$ cat config.mk
export PLATFORM = sky130hd
export DESIGN_NAME = lb_conv3x3_engine
export DESIGN_NICKNAME = d
export VERILOG_FILES = /design/src/rtl/lb_conv3x3_engine.sv
export SDC_FILE = /design/constraint.sdc
export NUM_CORES = 2
export LEC_CHECK = 0
export ABC_CLOCK_PERIOD_IN_PS = 11700
export CAP_MARGIN = 5
export CORE_ASPECT_RATIO = 0.7
export CORE_MARGIN = 10
export CORE_UTILIZATION = 40
export CTS_BUF_LIST = sky130_fd_sc_hd__clkbuf_2 sky130_fd_sc_hd__clkbuf_4 sky130_fd_sc_hd__clkbuf_8
export DETAILED_ROUTE_END_ITERATION = 10
export SLEW_MARGIN = 20
export SYNTH_ARGS = -nofsm -noshare
export SYNTH_HDL_FRONTEND = slang
export SYNTH_SLANG_ARGS = --single-unit
export TNS_END_PERCENT = 30
$ cat constraint.sdc
create_clock -name clk -period 11.7 [get_ports clk]
set_clock_uncertainty 0.2 [all_clocks]
set_input_delay 1.755 -clock clk [delete_from_list [all_inputs] [get_ports clk]]
set_output_delay 1.755 -clock clk [all_outputs]
set_load 0.02 [all_outputs]
$ cat src/rtl/lb_conv3x3_engine.sv
// rtl/lb_conv3x3_engine.sv - 3x3 convolution engine fed by a rotating three-row line buffer
module lb_conv3x3_engine #(
    parameter int DW      = 8,
    parameter int IMG_W   = 100,
    parameter int AW      = 7,
    parameter int STRIDE  = 1,
    parameter int ACC_W   = 20,
    parameter int OUT_W   = 16,
    parameter int RELU_EN = 0
) (
    input  logic                    clk,
    input  logic                    rst,
    input  logic                    start,
    input  logic [1:0]              row_sel,
    input  logic [9*DW-1:0]         weights,
    input  logic signed [ACC_W-1:0] bias,
    output logic                    lb_rd_en,
    output logic [AW-1:0]           lb_rd_addr,
    input  logic                    lb_rd_valid,
    input  logic [3*DW-1:0]         lb0_data,
    input  logic [3*DW-1:0]         lb1_data,
    input  logic [3*DW-1:0]         lb2_data,
    output logic [OUT_W-1:0]        out_data,
    output logic                    out_valid,
    input  logic                    out_ready,
    output logic                    idle,
    output logic                    row_done
);

    localparam int N_WIN = (IMG_W - 3) / STRIDE + 1;
    localparam logic [AW-1:0] LAST_ADDR = AW'((N_WIN - 1) * STRIDE);
    localparam logic signed [ACC_W-1:0] SAT_MAX = ACC_W'((2 ** (OUT_W - 1)) - 1);
    localparam logic signed [ACC_W-1:0] SAT_MIN = ~SAT_MAX;

    typedef enum logic [2:0] {S_IDLE, S_READ, S_WAIT, S_MAC, S_OUT} state_t;

    state_t                  state;
    logic [1:0]              rot_q;
    logic [9*DW-1:0]         w_q;
    logic signed [ACC_W-1:0] bias_q;
    logic [3*DW-1:0]         top_q, mid_q, bot_q;

    logic [3*DW-1:0]         row_v;
    logic signed [ACC_W-1:0] pe, we, acc, acc_r;
    logic [OUT_W-1:0]        sat_res;

    // Pixels are zero-extended, weights sign-extended, so the product is a plain signed MAC.
    always_comb begin
        row_v = '0;
        pe    = '0;
        we    = '0;
        acc   = bias_q;
        for (int r = 0; r < 3; r++) begin
            row_v = (r == 0) ? top_q : (r == 1) ? mid_q : bot_q;
            for (int p = 0; p < 3; p++) begin
                pe  = $signed({{(ACC_W-DW){1'b0}}, row_v[p*DW +: DW]});
                we  = $signed({{(ACC_W-DW){w_q[(3*r+p)*DW + DW-1]}}, w_q[(3*r+p)*DW +: DW]});
                acc = acc + pe * we;
            end
        end
        acc_r = (RELU_EN != 0 && acc < 0) ? '0 : acc;
        if (acc_r > SAT_MAX)
            sat_res = SAT_MAX[OUT_W-1:0];
        else if (acc_r < SAT_MIN)
            sat_res = SAT_MIN[OUT_W-1:0];
        else
            sat_res = acc_r[OUT_W-1:0];
    end

    always_ff @(posedge clk or posedge rst) begin
        if (rst) begin
            state      <= S_IDLE;
            rot_q      <= '0;
            w_q        <= '0;
            bias_q     <= '0;
            top_q      <= '0;
            mid_q      <= '0;
            bot_q      <= '0;
            lb_rd_en   <= 1'b0;
            lb_rd_addr <= '0;
            out_data   <= '0;
            out_valid  <= 1'b0;
            idle       <= 1'b1;
            row_done   <= 1'b0;
        end else begin
            row_done <= 1'b0;
            lb_rd_en <= 1'b0;
            case (state)
                S_IDLE: begin
                    // The cycle that reports row_done refuses a new row.
                    if (start && !row_done) begin
                        rot_q      <= (row_sel == 2'd3) ? 2'd0 : row_sel;
                        w_q        <= weights;
                        bias_q     <= bias;
                        lb_rd_addr <= '0;
                        idle       <= 1'b0;
                        lb_rd_en   <= 1'b1;
                        state      <= S_READ;
                    end
                end
                S_READ: state <= S_WAIT;
                S_WAIT: begin
                    if (lb_rd_valid) begin
                        case (rot_q)
                            2'd1: begin top_q <= lb1_data; mid_q <= lb2_data; bot_q <= lb0_data; end
                            2'd2: begin top_q <= lb2_data; mid_q <= lb0_data; bot_q <= lb1_data; end
                            default: begin top_q <= lb0_data; mid_q <= lb1_data; bot_q <= lb2_data; end
                        endcase
                        state <= S_MAC;
                    end
                end
                S_MAC: begin
                    out_data  <= sat_res;
                    out_valid <= 1'b1;
                    state     <= S_OUT;
                end
                S_OUT: begin
                    if (out_ready) begin
                        out_valid <= 1'b0;
                        if (lb_rd_addr == LAST_ADDR) begin
                            row_done <= 1'b1;
                            idle     <= 1'b1;
                            state    <= S_IDLE;
                        end else begin
                            lb_rd_addr <= lb_rd_addr + AW'(STRIDE);
                            lb_rd_en   <= 1'b1;
                            state      <= S_READ;
                        end
                    end
                end
                default: state <= S_IDLE;
            endcase
        end
    end

endmodule
==> impl_metrics.json <==
{
  "dpl_cell_area_um2": 33900,
  "finalNetCount": 4559,
  "synth_top_cell_by_area": "fa_1",
  "critical_path_class": "flip-flop to flip-flop",
  "clk_pin_slew_ns": 0.14,
  "grt_max_degree": 106,
  "area_growth_pct": 10.6,
  "outcome": "complete, no violations",
  "critPathTopFamily": "adder cells",
  "worst-path-buf-inv": 7,
  "drive_gt1_share_pct": 1.56,
  "die-area_um2": 89100,
  "ys_ff_latch": 196,
  "critPathLaunchType": "flip-flop",
  "hpwl_um": 75900,
  "synth_area_leaders": "fa_1 (38%), dfrtp_1 (16%), ha_1 (12%)",
  "cpMaxStageDelayCell": "dfrtp_1",
  "timing.hold.ws_ns": 0.313,
  "hold_class": "flip-flop to flip-flop",
  "vias_per_cell": 4.78,
  "ys_warn_count": 0,
  "yosysMostFrequentCell": "inv_1",
  "core_area_um2": 76800,
  "slew_headroom_pct": 36.3,
  "post_cts_resized": 0,
  "grt_pass1_wl_um": 137000,
  "path_max_fanout": 15,
  "clock_latency_ns": 0.65,
  "drtIter0Drc": 1531,
  "synth_ff_type": "dfrtp_1",
  "rows": 85,
  "pre_cts_ws_ns": 2.79,
  "crit_required_ns": 12.03,
  "worstMarginPinSlew_ns": 0.955,
  "synth_area_um2": 31000,
  "gr-total-overflow": 0,
  "max_stage_delay_ns": 0.73,
  "antenna_found_initial": 2,
  "die_h_um": 253,
  "synth_common_cells": "inv_1 (796), fa_1 (585), nand2_1 (525)",
  "yosysUniqueCellTypes": 47,
  "synth_top_area_share_pct": 37.8,
  "synth_cells": 3407,
  "synth_area_per_cell_um2": 9.09,
  "die_w_um": 353,
  "numCtsBuffers": 17,
  "synthesis.nets": 4460,
  "rsz0062_at_grt": "false",
  "antenna_left": 0,
  "post_cts.repair.setup_buffers": 0,
  "async_reset_ff_share_pct": 100,
  "synth_edf_count": 0,
  "worstSetupEndpointType": "flip-flop",
  "drc_errors": 0,
  "setup-violations-final": 0,
  "yosysSeqAreaShare_pct": 15.8,
  "wl_met3_um": 8230,
  "fin_area_um2": 34300,
  "wirelength_um": 87700,
  "wire_per_inst_um": 19.2,
  "port_buffers": 197,
  "firstDrtPassIters": 5,
  "gp_congestion": 0.883,
  "wl_met1_um": 44500,
  "grt_pass1_vias": 22100,
  "clockBufferDepth": 2,
  "initial_core_util_pct": 40.3,
  "drv_slew": 0,
  "ctsHoldBuffers": 0,
  "layout_setup_ws_ns": 2.75,
  "clock.fmax_ghz": 0.112,
  "htree_levels": 4,
  "num-fill-cells": 7604,
  "critical_path_arrival_ns": 9.29,
  "final_hold_viol_count": 0,
  "path_common_cell": "fa_1",
  "top_layer_used": "met4",
  "cts_tree": "yes",
  "met2_length_um": 33700,
  "cts_root_buf": "clkbuf_8",
  "grtUsageTotal_pct": 20.3,
  "boundaryPins": 198,
  "drv_cap": 0,
  "period_needed_ns": 8.95,
  "tns_ns": 0,
  "cts.sinks": 196,
  "period_share_pct": 76.5,
  "vias": 21800
}
==> cell families (layout without fill, tap and decap cells) <==
logic type,after synthesis,count (layout),synth area share [%]
buffers and inverters,923,1035,11.2
flip-flops,196,196,15.8
AO/OA/AOI/OAI,288,288,5.62
other,0,2,0
adder cells (fa/ha/maj),882,882,49.8
XOR/XNOR,37,37,1.09
multiplexers,1,1,0.0323
AND/OR/NAND/NOR,1080,1080,16.4
==> per-stage QoR <==
step / cells / utilization (%)
2_1_floorplan: 3407 / -
3_3_place_gp: 4531 / 44.1
3_5_place_dp: 4531 / 44.1
4_1_cts: 4563 / 44.6
5_1_grt: 4565 / 44.6
6_report: 4565 / 44.6
==> routing by layer <==
layer | vias to the layer above | global-route usage (%)
li1 | 10300 | -
met1 | 10900 | 31.7
met2 | 658 | 26.6
met3 | 46 | 6.66
met4 | 0 | 3.74
met5 | - | 0
==> sequential cells by signal (all words and copies together) (netlist names) <==
name and count:
out_data 16, state 3, bot_q 24, w_q 72
out_valid 1, rot_q 2, idle 1, lb_rd_en 1
mid_q 24, lb_rd_addr 7, top_q 24, bias_q 20
row_done 1
==> worst register-to-register path: stages, from the launching register on <==
cell and delay (ns):
dfrtp_1 0.73, nand2b_1 0.15, fa_1 0.52, inv_1 0.06, fa_1 0.48, inv_1 0.05
fa_1 0.47, fa_1 0.49, inv_1 0.05, fa_1 0.61, inv_1 0.10, fa_1 0.50
fa_1 0.43, fa_1 0.51, inv_1 0.06, fa_1 0.53, inv_1 0.05, fa_1 0.47
inv_1 0.04, ha_1 0.22, or4_1 0.53, o22ai_2 0.20, a21oi_2 0.13, a221oi_4 0.28
mux2i_1 0.35, a41oi_4 0.30, a41oi_1 0.29, nor2_1 0.07
==> final timing paths <==
| kind | start | end | slack (ns) | cells past startpoint |
|---|---|---|---|---|
| min reg2reg | idle | idle | 0.31 | 2 |
| min | idle | idle | 0.31 | 2 |
| max | w_q[71] | out_data[14] | 2.75 | 27 |
| max reg2reg | w_q[71] | out_data[14] | 2.75 | 27 |
| min in group asynchronous | rst | bot_q[8] | 1.40 | 2 |
| max in group asynchronous | rst | w_q[30] | 8.54 | 3 |
==> cells in the final DEF, fill, tap and decap left out, types with 2 or more instances in the layout <==
cell type,count
buf_4,9
and2_1,321
inv_6,4
nor2_1,151
nand2b_1,23
clkinv_2,2
nor2b_1,31
and3_1,3
a21oi_1,94
xor2_1,9
o21a_1,2
ha_1,295
inv_1,795
nand4_1,3
nand3b_1,4
fa_1,585
nand3_1,5
o21ai_0,96
clkinv_8,2
nor4b_1,2
clkbuf_8,19
nor4_1,4
a22oi_1,73
or2_2,2
diode_2,2
nor3_1,2
clkdlybuf4s50_1,197
dfrtp_1,195
a21o_1,7
xnor2_1,27
nand2_1,525
inv_8,3
a211oi_1,4
==> layout make-up <==
cell class,instances,area (um^2),area share [%]
antenna,2,5.00,0.0146
tap,1044,1310,3.81
clock inverter,12,116,0.340
multi-input combinational,2288,22600,66.0
inverter,797,3000,8.76
timing repair buffer,206,2040,5.95
clock buffer,20,269,0.785
sequential,196,4910,14.3
Power is left out: the tool's default activity adds up to more than one toggle a clock period on the data nets, which glitch-free logic cannot reach.
